==> src/rtl/multicycle_cpu16.sv <==
// 16-bit multicycle CPU with one shared request/acknowledge memory port.
// Each instruction steps through FETCH, DECODE, EXEC, MEM and WB as needed; HALT is absorbing.
module multicycle_cpu16 #(
  parameter int                ADDR_W   = 16,
  parameter logic [ADDR_W-1:0] PC_RESET = '0,
  parameter int                NREGS    = 4
) (
  input  logic              clock,
  input  logic              reset,
  output logic              mem_req,
  output logic              mem_we,
  output logic [ADDR_W-1:0] mem_addr,
  output logic [15:0]       mem_wdata,
  input  logic              mem_ack,
  input  logic [15:0]       mem_rdata,
  output logic [ADDR_W-1:0] PC,
  output logic [15:0]       IR,
  output logic [15:0]       WD,
  output logic              wd_valid,
  output logic              halted,
  output logic              illegal
);
  typedef enum logic [2:0] {FETCH, DECODE, EXEC, MEM, WB, HALT} state_t;
  typedef enum logic [3:0] {
    OP_ADD  = 4'h0, OP_SUB = 4'h1, OP_AND = 4'h2, OP_OR  = 4'h3,
    OP_NOR  = 4'h4, OP_SLT = 4'h5, OP_ADDI = 4'h7, OP_LW = 4'h8,
    OP_SW   = 4'h9, OP_BEQ = 4'hA, OP_BNE = 4'hB, OP_HALT = 4'hF
  } op_t;

  state_t            r_state, w_next;
  logic [ADDR_W-1:0] r_pc;
  logic [15:0]       r_ir, r_a, r_b, r_alu, r_mdr;
  logic [15:0]       r_regs [NREGS];

  logic [3:0]        w_op;
  logic [1:0]        w_rs, w_rt, w_rd, w_wb_idx;
  logic [15:0]       w_imm, w_alu, w_wb_data, w_rs_val, w_rt_val;
  logic [ADDR_W-1:0] w_br_off, w_daddr;
  logic              w_req, w_ack, w_is_rtype, w_illegal_op, w_taken, w_is_mem;

  assign w_op   = r_ir[15:12];
  assign w_rs   = r_ir[11:10];
  assign w_rt   = r_ir[9:8];
  assign w_rd   = r_ir[7:6];
  assign w_imm  = {{8{r_ir[7]}}, r_ir[7:0]};
  assign w_br_off = {{(ADDR_W-9){r_ir[7]}}, r_ir[7:0], 1'b0};
  assign w_daddr  = ADDR_W'(r_alu);

  assign w_is_rtype   = (w_op <= OP_SLT);
  assign w_illegal_op = (w_op == 4'h6) || (w_op >= 4'hC && w_op <= 4'hE);
  assign w_is_mem     = (w_op == OP_LW) || (w_op == OP_SW);
  assign w_taken      = ((w_op == OP_BEQ) && (r_a == r_b)) || ((w_op == OP_BNE) && (r_a != r_b));
  assign w_wb_data    = (w_op == OP_LW) ? r_mdr : r_alu;
  assign w_wb_idx     = w_is_rtype ? w_rd : w_rt;

  assign w_rs_val = (int'(w_rs) < NREGS) ? r_regs[w_rs] : '0;
  assign w_rt_val = (int'(w_rt) < NREGS) ? r_regs[w_rt] : '0;

  // Memory port is a pure function of state so it stays stable across wait cycles.
  assign w_req     = ((r_state == FETCH) || (r_state == MEM)) && !reset;
  assign w_ack     = mem_ack && w_req;
  assign mem_req   = w_req;
  assign mem_we    = (r_state == MEM) && (w_op == OP_SW);
  assign mem_addr  = (r_state == MEM) ? {w_daddr[ADDR_W-1:1], 1'b0} : {r_pc[ADDR_W-1:1], 1'b0};
  assign mem_wdata = (r_state == MEM) ? r_b : '0;

  assign PC = r_pc;
  assign IR = r_ir;

  always_comb begin
    w_alu = r_a + w_imm;
    case (w_op)
      OP_ADD:  w_alu = r_a + r_b;
      OP_SUB:  w_alu = r_a - r_b;
      OP_AND:  w_alu = r_a & r_b;
      OP_OR:   w_alu = r_a | r_b;
      OP_NOR:  w_alu = ~(r_a | r_b);
      OP_SLT:  w_alu = {15'd0, $signed(r_a) < $signed(r_b)};
      default: ;
    endcase
  end

  // NOTE: every signal written here gets a default first so no path can infer a latch.
  always_comb begin
    w_next   = r_state;
    WD       = '0;
    wd_valid = 1'b0;
    halted   = 1'b0;
    illegal  = 1'b0;
    case (r_state)
      FETCH:  if (w_ack) w_next = DECODE;
      DECODE: begin
        if (w_op == OP_HALT) w_next = HALT;
        else if (w_illegal_op) begin
          illegal = 1'b1;
          w_next  = FETCH;
        end else w_next = EXEC;
      end
      EXEC: begin
        if (w_is_mem) w_next = MEM;
        else if ((w_op == OP_BEQ) || (w_op == OP_BNE)) w_next = FETCH;
        else w_next = WB;
      end
      MEM:    if (w_ack) w_next = (w_op == OP_SW) ? FETCH : WB;
      WB: begin
        WD       = w_wb_data;
        wd_valid = 1'b1;
        w_next   = FETCH;
      end
      HALT:   halted = 1'b1;
      default: w_next = FETCH;
    endcase
  end

  // NOTE: sequential state uses non-blocking assignments so all registers sample pre-edge values.
  always_ff @(posedge clock) begin
    if (reset) r_state <= FETCH;
    else       r_state <= w_next;
  end

  always_ff @(posedge clock) begin
    if (reset) begin
      r_pc  <= PC_RESET;
      r_ir  <= '0;
      r_a   <= '0;
      r_b   <= '0;
      r_alu <= '0;
      r_mdr <= '0;
      // NOTE: the register file is cleared on reset; r0 relies on it and is never written.
      for (int i = 0; i < NREGS; i++) r_regs[i] <= '0;
    end else begin
      case (r_state)
        FETCH: if (w_ack) begin
          r_ir <= mem_rdata;
          r_pc <= r_pc + ADDR_W'(2);
        end
        DECODE: begin
          r_a <= w_rs_val;
          r_b <= w_rt_val;
        end
        EXEC: begin
          r_alu <= w_alu;
          if (w_taken) r_pc <= r_pc + w_br_off;
        end
        MEM: if (w_ack && (w_op == OP_LW)) r_mdr <= mem_rdata;
        WB: if ((w_wb_idx != 2'd0) && (int'(w_wb_idx) < NREGS)) r_regs[w_wb_idx] <= w_wb_data;
        default: ;
      endcase
    end
  end
endmodule

==> config.mk <==
export PLATFORM = sky130hd
export DESIGN_NAME = multicycle_cpu16
export DESIGN_NICKNAME = d
export VERILOG_FILES = /design/src/rtl/multicycle_cpu16.sv
export SDC_FILE = /design/constraint.sdc
export NUM_CORES = 1
export LEC_CHECK = 0
export CORE_MARGIN = 2
export CORE_UTILIZATION = 40
export DETAILED_ROUTE_END_ITERATION = 8
export DONT_BUFFER_PORTS = 1
export PLACE_DENSITY = 0.5
export SYNTH_ARGS = -nofsm -noshare
export SYNTH_HDL_FRONTEND = slang
export SYNTH_SLANG_ARGS = --single-unit
==> constraint.sdc <==
create_clock -name clock -period 4.9 [get_ports clock]
set_input_delay 0.98 -clock clock [delete_from_list [all_inputs] [get_ports clock]]
set_output_delay 0.98 -clock clock [all_outputs]
set_load 0.03 [all_outputs]
[Yosys cells after proc, flatten, opt, wreduce, memory -nomap -nowiden]
Memory sizes are Yosys's and may differ from the RTL's. A register that Yosys moved wholly into a read port is not among the register bits.
Index checks and enable logic that the tools add are counted.
Storage, ports and cells
  register bits after elaboration: 67
  latch bits: 0
  RAM bits: 64
  memory bits (read-only): 0
  logic and storage cells: 93
  memories: 1
Operators by class
  add/sub/neg operators: 5
  multipliers: 0
  div/mod/pow operators: 0
  $lt $le $gt $ge: 4
  eq/ne operators: 21
  shift operators: 0
  mux-type cells: 31
  bitwise gates (word level): 4
  reductions and logical operators: 22
Memory list
  r_regs: words 4, width 16, rd ports 2, clocked after Yosys merged registers in 2, write ports 4, line 33  | logic [15:0] r_regs [NREGS];
Operators by type and width (count)
  two-way mux 16 bit: 7
  one-hot mux 16 bit (6 select lines): 1
  adder 16 bit: 3
  one-hot mux 16 bit (2 select lines): 1
  equality test 4 bit, second input constant: 5
  two-way mux 3 bit: 6
  adder 16 x 2 -> 16 bit, second input constant: 1
  bitwise AND 16 bit: 1
  equality test 16 bit: 1
  less-than comparator 16 bit: 1
  inequality test 16 bit: 1
  inverter 16 bit: 1
  OR 16 bit: 1
  OR reduction 16 bit: 1
  subtractor 16 bit: 1
  one-hot mux 3 bit (5 select lines): 1
  equality test 4 x 3 -> 1 bit, second input constant: 3
  two-way mux 1 bit: 12
  equality test 4 x 2 -> 1 bit, second input constant: 2
  logical AND 1 bit: 7
  equality test 3 x 2 -> 1 bit, second input constant: 2
  equality test 3 bit, second input constant: 2
  two-way mux 2 bit: 3
  inequality test 2 bit, second input constant: 3
  13 further kinds: 20

[Depth between registers and ports, before layout]
Gate-level depths: netlist (run 1).
  depth in word-level cells: 9
  mapped depth: 14
  mapped depth without buffers: 12

[Worst setup path before layout (run 1)]
No wires, ideal clock.
  kind: register -> register
  start point: reg r_ir[12] (netlist: IR[12])
  end point: reg r_alu[13]
  arrival time: 3.638 ns
  required time: 4.809 ns
  path slack: 1.172 ns
  stages on the path, launching flop included: 13
  clock period less this slack: 3.728 ns
  cells stage by stage: dfxtp_1 clkbuf_1 nor4_2 clkbuf_1 mux2_2 ha_1 a211oi_1 o41ai_1 a31o_2 o41ai_1 xnor2_1 nand2_1 a311oi_1
On the way
  cells in the longest elaborated chain, start to end: 2
  elaborated cells between the ends (all ways): 7
RTL lines
  start: declaration: line 32  | logic [15:0] r_ir, r_a, r_b, r_alu, r_mdr;
  start signal: assignment: line 134  | r_ir <= mem_rdata;
  equality test 4 x 3 -> 1 bit (tied with other cells): line 72  | case (w_op)
  one-hot mux 16 bit (6 select lines) (*): line 72
  end signal: assignment: line 142  | r_alu <= w_alu;
  end: declaration: line 32
Every way passes the cells marked *; elsewhere a longest branch is shown, timed or not.
A chain may end at the register's enable or synchronous reset.

[Final worst setup path (run 1)]
  start point: reg r_state[0]
  end point: out mem_wdata[0]
On the way
  cells in the longest elaborated chain, start to end: 2
RTL lines
  start: declaration: line 30  | state_t r_state, w_next;
  start signal: assignment: line 118  | else r_state <= w_next;
  equality test 3 x 2 -> 1 bit: line 65  | assign mem_wdata = (r_state == MEM) ? r_b : '0;
  two-way mux 16 bit: line 65
  end: declaration: line 13  | output logic [15:0] mem_wdata,
No other way between the ends.

==> metrics.md, run 1 <==
| Metric | Value |
|---|---|
| Register area | 3880 um^2 |
| Crit start category | flip-flop |
| Layout area overhead | 9.72% |
| Synth Area per Inst | 8.58 um^2 |
| Synth top area cells | dfxtp_1, edfxtp_1, ha_1 |
| Non-Filler Instances | 1564 |
| Overflow after GRT | 0 |
| Max-cap violations | 0 |
| Multi-input logic area | 6250 um^2 |
| Largest fanout on the critical path | 19 |
| CP Class | reg -> out |
| DIE WIDTH | 166 um |
| WP data required | 3.92 ns |
| # hold bufs at CTS | 0 |
| Clock period minus worst slack | 3.75 ns |
| GRT Resource Usage Total | 25.3% |
| CTS resizes | 0 |
| Placed cells | 1531 |
| Number of synthesis warnings | 0 |
| WHS | 0.452 ns |
| Worst-Skew Late Latency | 0.44 ns |
| Crit path buffers/inverters | 1 |
| Number of global-route vias before repair | 8556 |
| Hold Path Class | reg -> reg |
| Synth area leader | dfxtp_1 |
| Initial Util | 40.6% |
| Final #Nets | 1314 |
| Most frequent cells in the layout | nand2_1, nor2_1, a21oi_1 |
| Clock transition at path regs | 0.07 ns |
| Max Clk Rate | 267 MHz |
| Share of cells above drive strength 1 | 8.71% |
| Largest net degree at the start of global routing | 118 |
| Share of Yosys cell area claimed by the top area cell type | 18.7% |
| Final Hold Viols | 0 |
| Finish-stage setup viols | 0 |
| Worst Reg2Reg Path Length in Cells | 10 |
| Number of antenna violations at the first check in global routing | 0 |
| Clk root buf | clkbuf_16 |
| Vert. Die Dim | 166 um |
| DP HPWL | 25.4 mm |
| Yosys cell types | 70 |
| Vias | 8907 |
| Synth Register Bits | 162 |
| WL/cell | 22.3 um |
| Die Area | 27600 um^2 |
| Cell chain of the critical path | nor2b_1 > nand2_1 > buf_4 > nor2_1 |
| Post-Syn Area | 10500 um^2 |
| RR Endpoint | PC[15]$_SDFFE_PP0P_ |
| Leakage power | 4.34 nW |
| Async S/R FF share, synth | 0% |
| HP Start | r_mdr[5]$_SDFFE_PP0P_ |
| CTS tree | yes |
| Htree depth | 4 |
| Core area | 25900 um^2 |
| Arrival time worst endpoint | 2.77 ns |
| Sequential area share after synthesis | 36.9% |
| Routed Antenna Nets | 0 |
| Flop2flop setup slack | 1.18 ns |
| Crit path max-delay family | simple AND/OR/NAND/NOR gates |
| Worst path max stage delay | 0.62 ns |
| First-pass GRT wire length | 53.1 mm |
| Slew @ Worst Pin | 1.12 ns |
| Via density | 5.70 |
| Number of synthesized flops with an enable pin | 64 |
| Post-Route WL | 34.9 mm |
| Max transition margin | 25.0% |
| Clock sinks | 162 |
| Final worst path period share | 76.5% |
| DRT iter0 DRCs | 765 |
| Rows | 59 |
| Hold Path Stages | 2 |
| Slew Viols, Final | 0 |
| Setup TNS Final | 0 ns |
| DRT Pass-1 Iters | 5 |
| GP Congestion | 0.858 |
| Clock Tree Buf Depth | 2 |
| Drt drc | 0 |
| Status | finished clean |
| Worst path slowest cell | dfxtp_1 |
| Hold Path End | r_mdr[5]$_SDFFE_PP0P_ |
| Reg2reg start | r_state[1]$_SDFFE_PP0P_ |
| Syn Inst Count | 1226 |
| # IOs | 104 |
| Fill count | 2580 |
| PwrDens | 331 nW/um^2 |
| Worst Setup End Kind | primary output |
| Top_reg_cell synth | dfxtp_1 |
| Setup Fix Bufs, Post-CTS | 0 |
| Number of CTS-inserted buffers | 17 |
| Skew final | 0.0213 ns |
| Peak supply drop | 165 uV |
| RSZ-0062 raised after global routing | no |
| # port buffers | 0 |
| Most common cell after layout, fill and taps aside | nand2_1 |
sequential cells by signal (all words and copies together), names as in the netlist:
register  cells
r_a          16
IR           16
r_b          16
r_alu        16
r_regs       64
r_state       3
PC           15
r_mdr        16
cells in the mapped netlist (7+ instances only):
| cell type | count |
|---|---|
| nand2_1 | 232 |
| mux2_2 | 7 |
| and2_1 | 8 |
| o211ai_1 | 14 |
| nand2b_1 | 11 |
| clkbuf_1 | 60 |
| a21oi_1 | 121 |
| xnor2_1 | 20 |
| ha_1 | 77 |
| buf_2 | 7 |
| a211oi_1 | 13 |
| mux4_2 | 32 |
| xor2_1 | 9 |
| o21ai_0 | 42 |
| edfxtp_1 | 64 |
| a21o_1 | 7 |
| nor2b_1 | 13 |
| inv_1 | 55 |
| nor2_1 | 148 |
| and3_1 | 9 |
| nor3_1 | 28 |
| a221oi_1 | 7 |
| mux2i_1 | 27 |
| nand3_1 | 15 |
| dfxtp_1 | 98 |
kinds of logic (layout without fill, tap and decap cells):
logic type / count (synthesis) / after routing / synth area share, %
AO/OA/AOI/OAI: 270 / 270 / 15.9
XOR/XNOR: 29 / 29 / 2.42
adder cells (fa/ha/maj): 80 / 80 / 9.73
buffers and inverters: 126 / 111 / 4.65
flip-flops: 162 / 162 / 36.9
multiplexers: 67 / 67 / 10.3
other: 1 / 19 / 0.0357
AND/OR/NAND/NOR: 491 / 491 / 20.1
worst max-delay path by stage:
| stage | from | end | slack (ns) | depth (start not counted) |
|---|---|---|---|---|
| 6_report | r_state[0]$_SDFFE_PP0P_ | mem_wdata[0] | 1.15 | 4 |
| 4_1_cts | r_state[0]$_SDFFE_PP0P_ | mem_wdata[15] | 1.14 | 4 |
| 5_1_grt | IR[15]$_SDFFE_PP0P_ | r_alu[13]$_SDFFE_PP0N_ | 0.79 | 12 |
| 3_5_place_dp | r_state[1]$_SDFFE_PP0P_ | PC[15]$_SDFFE_PP0P_ | 1.18 | 10 |
| 3_3_place_gp | r_state[1]$_SDFFE_PP0P_ | PC[15]$_SDFFE_PP0P_ | 1.25 | 10 |
| 2_1_floorplan | IR[12]$_SDFFE_PP0P_ | r_alu[13]$_SDFFE_PP0N_ | 1.17 | 12 |
report_power, final:
part	internal (W)	total, W	switching (W)
combinational	0.000322	0.000851	0.000528
sequential	0.00147	0.00159	0.000119
clock	0.000700	0.00138	0.000676
total	0.00249	0.00381	0.00132
metal layers:
metal | global-route usage (%) | part of all wire (%) | wire length (um)
met1 | 36.6 | 46 | 16200
met3 | 4.69 | 7.5 | 2600
met2 | 39.0 | 44 | 15500
met5 | 0 | 0 | 0
met4 | 6.96 | 1.8 | 640
through the flow:
step                      utilization, %  power (W)  cell area, um^2  setup slack (ns)
final                               44.5    0.00381            11500              1.15
after CTS                           44.5    0.00383            11500              1.14
after global placement              42.2    0.00246            10900              1.25
after floorplan                        -    0.00219            10600              1.17
after detailed placement            42.2    0.00245            10900              1.18
after global routing                44.5    0.00398            11500             0.789
worst min-delay path: stages, from the launching register on:
cell,delay [ns]
dfxtp_1,0.31
nand2_1,0.05
a21oi_1,0.05
layout make-up:
type	count	share of cell area, %
antenna	1	0.0217
clock buffer	18	3.81
clock inverter	14	1.32
inverter	55	1.79
multi-input combinational	955	54.2
sequential	162	33.7
tap	335	3.63
timing repair buffer	24	1.56
No activity file was read; power rests on OpenSTA's default activity.
==> run 2, diff against run 1 <==
--- a/config.mk
+++ b/config.mk
@@ -9,7 +9,7 @@
 export CORE_UTILIZATION = 40
 export DETAILED_ROUTE_END_ITERATION = 8
 export DONT_BUFFER_PORTS = 1
-export PLACE_DENSITY = 0.5
+export PLACE_DENSITY = 0.52
 export SYNTH_ARGS = -nofsm -noshare
 export SYNTH_HDL_FRONTEND = slang
 export SYNTH_SLANG_ARGS = --single-unit
==> constraint.sdc (replaced) <==
create_clock -name clock -period 3.3 [get_ports clock]
set_input_delay 0.66 -clock clock [delete_from_list [all_inputs] [get_ports clock]]
set_output_delay 0.66 -clock clock [all_outputs]
set_load 0.03 [all_outputs]
==> metrics.md, run 2 (synthesized netlist as in run 1, its figures left out) <==
| Metric | Value |
|---|---|
| Worst Reg2Reg Path Length in Cells | 11 (+1) |
| Final worst path period share | 97.4% |
| Slew Viols, Final | 0 (unchanged) |
| Reg2reg start | IR[15]$_SDFFE_PP0P_ |
| Via density | 5.66 (-0.54%) |
| Clock period minus worst slack | 3.21 ns |
| WL/cell | 21.8 um (-2.4%) |
| Clock sinks | 162 (unchanged) |
| Initial Util | 40.6% (unchanged) |
| Max transition margin | 34.3% (+9.2 points) |
| Clock transition at path regs | 0.07 ns (about the same) |
| Clock Tree Buf Depth | 2 (unchanged) |
| DIE WIDTH | 166 um (unchanged) |
| Htree depth | 4 (unchanged) |
| Ant. Diodes | 0 (-1) |
| Hold Path Class | in -> reg |
| GP Congestion | 0.958 (+12%) |
| Core area | 25900 um^2 (unchanged) |
| Clk root buf | clkbuf_16 |
| Most common cell after layout, fill and taps aside | nand2_1 |
| Beginning of the critical path | IR[13]$_SDFFE_PP0P_ |
| Share of cells above drive strength 1 | 16.0% (+7.3 points) |
| Overflow after GRT | 0 (unchanged) |
| Number of global-route vias before repair | 9113 (+6.5%) |
| First-pass GRT wire length | 55.6 mm (+4.7%) |
| GRT Resource Usage Total | 26.2% (+0.87 points) |
| Rows | 59 (unchanged) |
| DRT iter0 DRCs | 974 (+27%) |
| # IOs | 104 (unchanged) |
| DRT Pass-1 Iters | 5 (unchanged) |
| Setup TNS Final | 0 ns (unchanged) |
| Most flop-heavy register | r_regs |
| Status | finished clean |
| Peak supply drop | 269 uV (+63%) |
| Number of antenna violations at the first check in global routing | 0 (unchanged) |
| Largest fanout on the critical path | 18 (-1) |
| Slew @ Worst Pin | 0.985 ns (-0.136 ns) |
| CTS tree | yes |
| Largest net degree at the start of global routing | 118 (unchanged) |
| Max FFs per register | 64 (unchanged) |
| Flop2flop setup slack | 0.16 ns (-1.02 ns) |
| Max-cap violations | 0 (unchanged) |
| Final #Nets | 1416 (+7.8%) |
| Number of CTS-inserted buffers | 17 (unchanged) |
| Critical path capture point | WD[13] |
| DP HPWL | 27.1 mm (+6.8%) |
| Worst-Skew Late Latency | 0.43 ns (about the same) |
| Worst Setup End Kind | primary output |
| Vert. Die Dim | 166 um (unchanged) |
| Final Hold Viols | 0 (unchanged) |
| PwrDens | 463 nW/um^2 (+40%) |
| Crit start category | flip-flop |
| Drt drc | 0 (unchanged) |
| RR Endpoint | r_alu[13]$_SDFFE_PP0N_ |
| Fill count | 2552 (-1.1%) |
| CP Class | reg -> out |
| Most frequent cells in the layout | nand2_1, nor2_1, buf_4 |
| Layout area overhead | 17.3% |
| Vias | 9431 (+5.9%) |
| Finish-stage setup viols | 0 (unchanged) |
| # port buffers | 0 (unchanged) |
| Max Clk Rate | 311 MHz |
| Leakage power | 4.88 nW (+12%) |
| Final Power | 0.00571 W (+50%) |
| WP data required | 2.64 ns (-1.28 ns) |
| Post-Route WL | 36.3 mm (+3.9%) |
| Die Area | 27600 um^2 (unchanged) |
| Routed Antenna Nets | 0 (unchanged) |
| Arrival time worst endpoint | 2.55 ns (-0.22 ns) |
| Skew final | 0.0213 ns (+0.0000255 ns) |
## run 2: cell types whose count changed in the layout (fill, tap and decap cells not counted), moves of 3 or more
cell and delta:
buf_4 +100, inv_6 -4, nor3_1 +3, nor3_2 -3
## run 2: power breakdown
group / switching [W] / internal (W) / total (W)
combinational: 0.000863 / 0.000562 / 0.00143
sequential: 0.000117 / 0.00218 / 0.00230
clock: 0.000974 / 0.00102 / 0.00199
## run 2: critical path, cell delays in order (launching register included)
cell,delay [ns]
dfxtp_2,0.33
buf_4,0.24
nor2_1,0.35
and3_1,0.24
buf_4,0.21
mux2i_1,0.49
nor2_1,0.08
buf_4,0.18
## run 2: worst min-delay path by stage
| stage | startpoint | end | slack [ns] | depth (start not counted) |
|---|---|---|---|---|
| floorplan | r_mdr[0]$_SDFFE_PP0P_ | r_mdr[0]$_SDFFE_PP0P_ | 0.44 | 2 |
| global placement | r_mdr[12]$_SDFFE_PP0P_ | r_mdr[12]$_SDFFE_PP0P_ | 0.44 | 2 |
| detailed placement | r_mdr[14]$_SDFFE_PP0P_ | r_mdr[14]$_SDFFE_PP0P_ | 0.44 | 2 |
| CTS | reset | r_mdr[11]$_SDFFE_PP0P_ | 0.28 | 1 |
| global route | reset | r_mdr[11]$_SDFFE_PP0P_ | 0.28 | 1 |
| finish | reset | r_mdr[5]$_SDFFE_PP0P_ | 0.29 | 1 |
## run 2: cell type report
| type | instances | area [um^2] | area share, % |
|---|---|---|---|
| multi-input cells | 955 | 6270 | 50.9 |
| flip-flops and latches | 162 | 3890 | 31.5 |
| repair buffers | 126 | 962 | 7.80 |
| clock buffers | 17 | 425 | 3.45 |
| well taps | 335 | 419 | 3.40 |
| inverters | 55 | 206 | 1.67 |
| clock inverters | 15 | 161 | 1.31 |
## run 2: metal layers
layer / wire (um) / GRT usage (%) / part of all wire (%)
met4: 832 / 7.67 / 2.3
met1: 16800 / 38.9 / 46
met5: 0 / 0 / 0
met3: 2890 / 4.34 / 8.0
met2: 15700 / 39.2 / 43
## run 2: per-stage QoR
step | instance area, um^2 | util (%) | worst slack [ns] | instances | hold WS (ns)
final | 12300 | 47.6 | 0.0862 | 1665 | 0.290
after global routing | 12300 | 47.6 | -0.0167 | 1665 | 0.277
after CTS | 12300 | 47.5 | 0.0779 | 1665 | 0.281
after detailed placement | 11700 | 45.2 | 0.129 | 1633 | 0.442
after global placement | 11700 | 45.2 | 0.195 | 1633 | 0.436
after floorplan | 10600 | - | 0.00274 | 1243 | 0.436
## run 2: timing repair
action,in CTS,in global routing
hold buffers,0,0
setup endpoints to repair,0,7
gates resized for setup,0,8
setup buffers,0,0
==> run 3, diff against run 2 <==
--- a/config.mk
+++ b/config.mk
@@ -7,6 +7,7 @@
 export LEC_CHECK = 0
 export CORE_MARGIN = 2
 export CORE_UTILIZATION = 40
+export CTS_BUF_LIST = sky130_fd_sc_hd__clkbuf_4 sky130_fd_sc_hd__clkbuf_8
 export DETAILED_ROUTE_END_ITERATION = 8
 export DONT_BUFFER_PORTS = 1
 export PLACE_DENSITY = 0.52
==> metrics.md, run 3 (synthesized netlist as in run 1, its figures left out) <==
| Metric | Value |
|---|---|
| WP data required | 2.64 ns (about the same) |
| # port buffers | 0 (unchanged) |
| Final core occ | 47.0% (-0.62 points) |
| Arrival time worst endpoint | 2.54 ns (about the same) |
| Max FFs per register | 64 (unchanged) |
| Post-Route WL | 36.3 mm (about the same) |
| Clock period minus worst slack | 3.20 ns (-0.0161 ns) |
| Number of antenna violations at the first check in global routing | 0 (unchanged) |
| Overflow after GRT | 0 (unchanged) |
| Number of global-route vias before repair | 9070 (-0.47%) |
| Flop2flop setup slack | 0.18 ns (+0.02 ns) |
| Initial Util | 40.6% (unchanged) |
| Rows | 59 (unchanged) |
| WHS | 0.251 ns (-0.0389 ns) |
| Max-cap violations | 0 (unchanged) |
| Via density | 5.66 (about the same) |
| RR Endpoint | r_alu[13]$_SDFFE_PP0N_ |
| Largest net degree at the start of global routing | 118 (unchanged) |
| Drt drc | 0 (unchanged) |
| Share of cells above drive strength 1 | 16.6% (+0.60 points) |
| Final Hold Viols | 0 (unchanged) |
| Largest fanout on the critical path | 18 (unchanged) |
| Htree depth | 4 (unchanged) |
| PwrDens | 429 nW/um^2 (-7.5%) |
| Clk root buf | clkbuf_8 |
| Placed cell areas | 11700 um^2 (unchanged) |
| Slew @ Worst Pin | 0.988 ns (+0.00305 ns) |
| Met1 Usage GRT | 39.2% (+0.26 points) |
| Most common cell after layout, fill and taps aside | nand2_1 |
| Reg2reg start | IR[15]$_SDFFE_PP0P_ |
| Slew Viols, Final | 0 (unchanged) |
| Placed cells | 1633 (unchanged) |
| Vert. Die Dim | 166 um (unchanged) |
| Crit start category | flip-flop |
| First-pass GRT wire length | 55.5 mm (-0.15%) |
| DP HPWL | 27.1 mm (unchanged) |
| Worst Reg2Reg Path Length in Cells | 11 (unchanged) |
| GRT Resource Usage Total | 26.2% (-0.028 points) |
| Status | finished clean |
| Hold Path Stages | 1 (unchanged) |
| Most Crowded Layer GR | met2 |
| Layout area overhead | 15.8% |
| Final worst path period share | 96.9% (-0.49 points) |
| Peak supply drop | 266 uV (-0.79%) |
| Worst Setup End Kind | primary output |
| Worst setup margin | 0.102 ns (+0.0161 ns) |
| Die Area | 27600 um^2 (unchanged) |
| Non-Filler Instances | 1665 (unchanged) |
| Met2 Track Usage GR | 40.1% (+0.85 points) |
| Most frequent cells in the layout | nand2_1, nor2_1, buf_4 |
| Setup Fix Bufs, Post-CTS | 0 (unchanged) |
| Clock sinks | 162 (unchanged) |
| Max transition margin | 34.1% (-0.20 points) |
| Fin area | 12200 um^2 (-1.3%) |
| Number of CTS-inserted buffers | 17 (unchanged) |
| Routed Antenna Nets | 0 (unchanged) |
| DRT iter0 DRCs | 990 (+1.6%) |
| Leakage power | 4.79 nW (-1.7%) |
| Final #Nets | 1416 (unchanged) |
| Ant. Diodes | 0 (unchanged) |
| Worst-Skew Late Latency | 0.47 ns (+0.04 ns) |
| Hold Path Class | in -> reg |
| Core area | 25900 um^2 (unchanged) |
| Finish-stage setup viols | 0 (unchanged) |
| Fill count | 2565 (+0.51%) |
| Most flop-heavy register | r_regs |
| Max Clk Rate | 313 MHz (+0.50%) |
| RSZ-0062 raised after global routing | yes |
| GRT met3 Usage | 4.00% (-0.33 points) |
| WL/cell | 21.8 um (about the same) |
| DIE WIDTH | 166 um (unchanged) |
| Clock transition at path regs | 0.10 ns (+0.03 ns) |
| Clock Tree Buf Depth | 2 (unchanged) |
| GP Congestion | 0.958 (unchanged) |
| Skew final | 0.0194 ns (-0.00190 ns) |
| HP Start | reset |
| Vias | 9426 (-0.053%) |
| DRT Pass-1 Iters | 5 (unchanged) |
| Hold Path End | r_mdr[5]$_SDFFE_PP0P_ |
| CP Class | reg -> out |
| # IOs | 104 (unchanged) |
| CTS tree | yes |
| Worst Setup Slack post-DPL | 0.129 ns (unchanged) |
==> run 3: cell count changes in the layout (fill, tap and decap cells not counted) <==
cell,change
clkbuf_16,-17
clkbuf_8,+17
mux2i_1,-8
mux2i_2,+8
o21ai_0,-1
o21ai_1,+1
==> run 3: routing by layer <==
| metal | part of all wire (%) | vias to the layer above | routed length, um |
|---|---|---|---|
| li1 | - | 4500 | - |
| met1 | 46 | 4508 | 16800 |
| met2 | 44 | 378 | 16000 |
| met3 | 8.2 | 40 | 2970 |
| met4 | 1.4 | 0 | 522 |
| met5 | 0 | - | 0 |
==> run 3: worst max path at each step <==
stage / startpoint / endpoint / slack [ns] / cells after the start
5_1_grt: IR[13]$_SDFFE_PP0P_ / WD[7] / -0.009 / 7
3_5_place_dp: IR[15]$_SDFFE_PP0P_ / r_alu[3]$_SDFFE_PP0N_ / 0.13 / 10
3_3_place_gp: IR[15]$_SDFFE_PP0P_ / r_alu[3]$_SDFFE_PP0N_ / 0.19 / 10
2_1_floorplan: IR[12]$_SDFFE_PP0P_ / r_alu[10]$_SDFFE_PP0N_ / 0.003 / 14
4_1_cts: IR[13]$_SDFFE_PP0P_ / WD[7] / 0.03 / 7
6_report: IR[13]$_SDFFE_PP0P_ / WD[7] / 0.10 / 7
==> run 3: final cells by class <==
type | instances | area, um^2 | share of cell area (%)
Inverter | 55 | 206 | 1.70
Multi-Input combinational cell | 955 | 6300 | 51.8
Clock buffer | 17 | 234 | 1.92
Sequential cell | 162 | 3890 | 31.9
Tap cell | 335 | 419 | 3.44
Timing Repair Buffer | 126 | 962 | 7.91
Clock inverter | 15 | 161 | 1.33
==> run 3: metrics by stage <==
step | TNS (ns) | total power, W
finish | 0 | 0.00522
global route | -0.00884 | 0.00545
CTS | 0 | 0.00520
detailed placement | 0 | 0.00372
global placement | 0 | 0.00373
floorplan | 0 | 0.00326
==> run 3: power by group <==
part           leakage (nW)  internal [W]  switching [W]
Combinational          3.14      0.000566       0.000866
Sequential             1.45       0.00218       0.000116
Clock                 0.201      0.000572       0.000915
==> run 3: critical path: stages, from the launching register on <==
cell	delay, ns
dfxtp_2	0.34
buf_4	0.23
nor2_1	0.35
and3_1	0.24
buf_4	0.26
mux2i_2	0.36
nor2_1	0.11
buf_4	0.18
==> run 3: what timing repair did <==
item	in CTS	in global routing
resized for setup	0	17
hold buffers	0	0
setup endpoints to repair	0	13
hold endpoints to repair	0	0
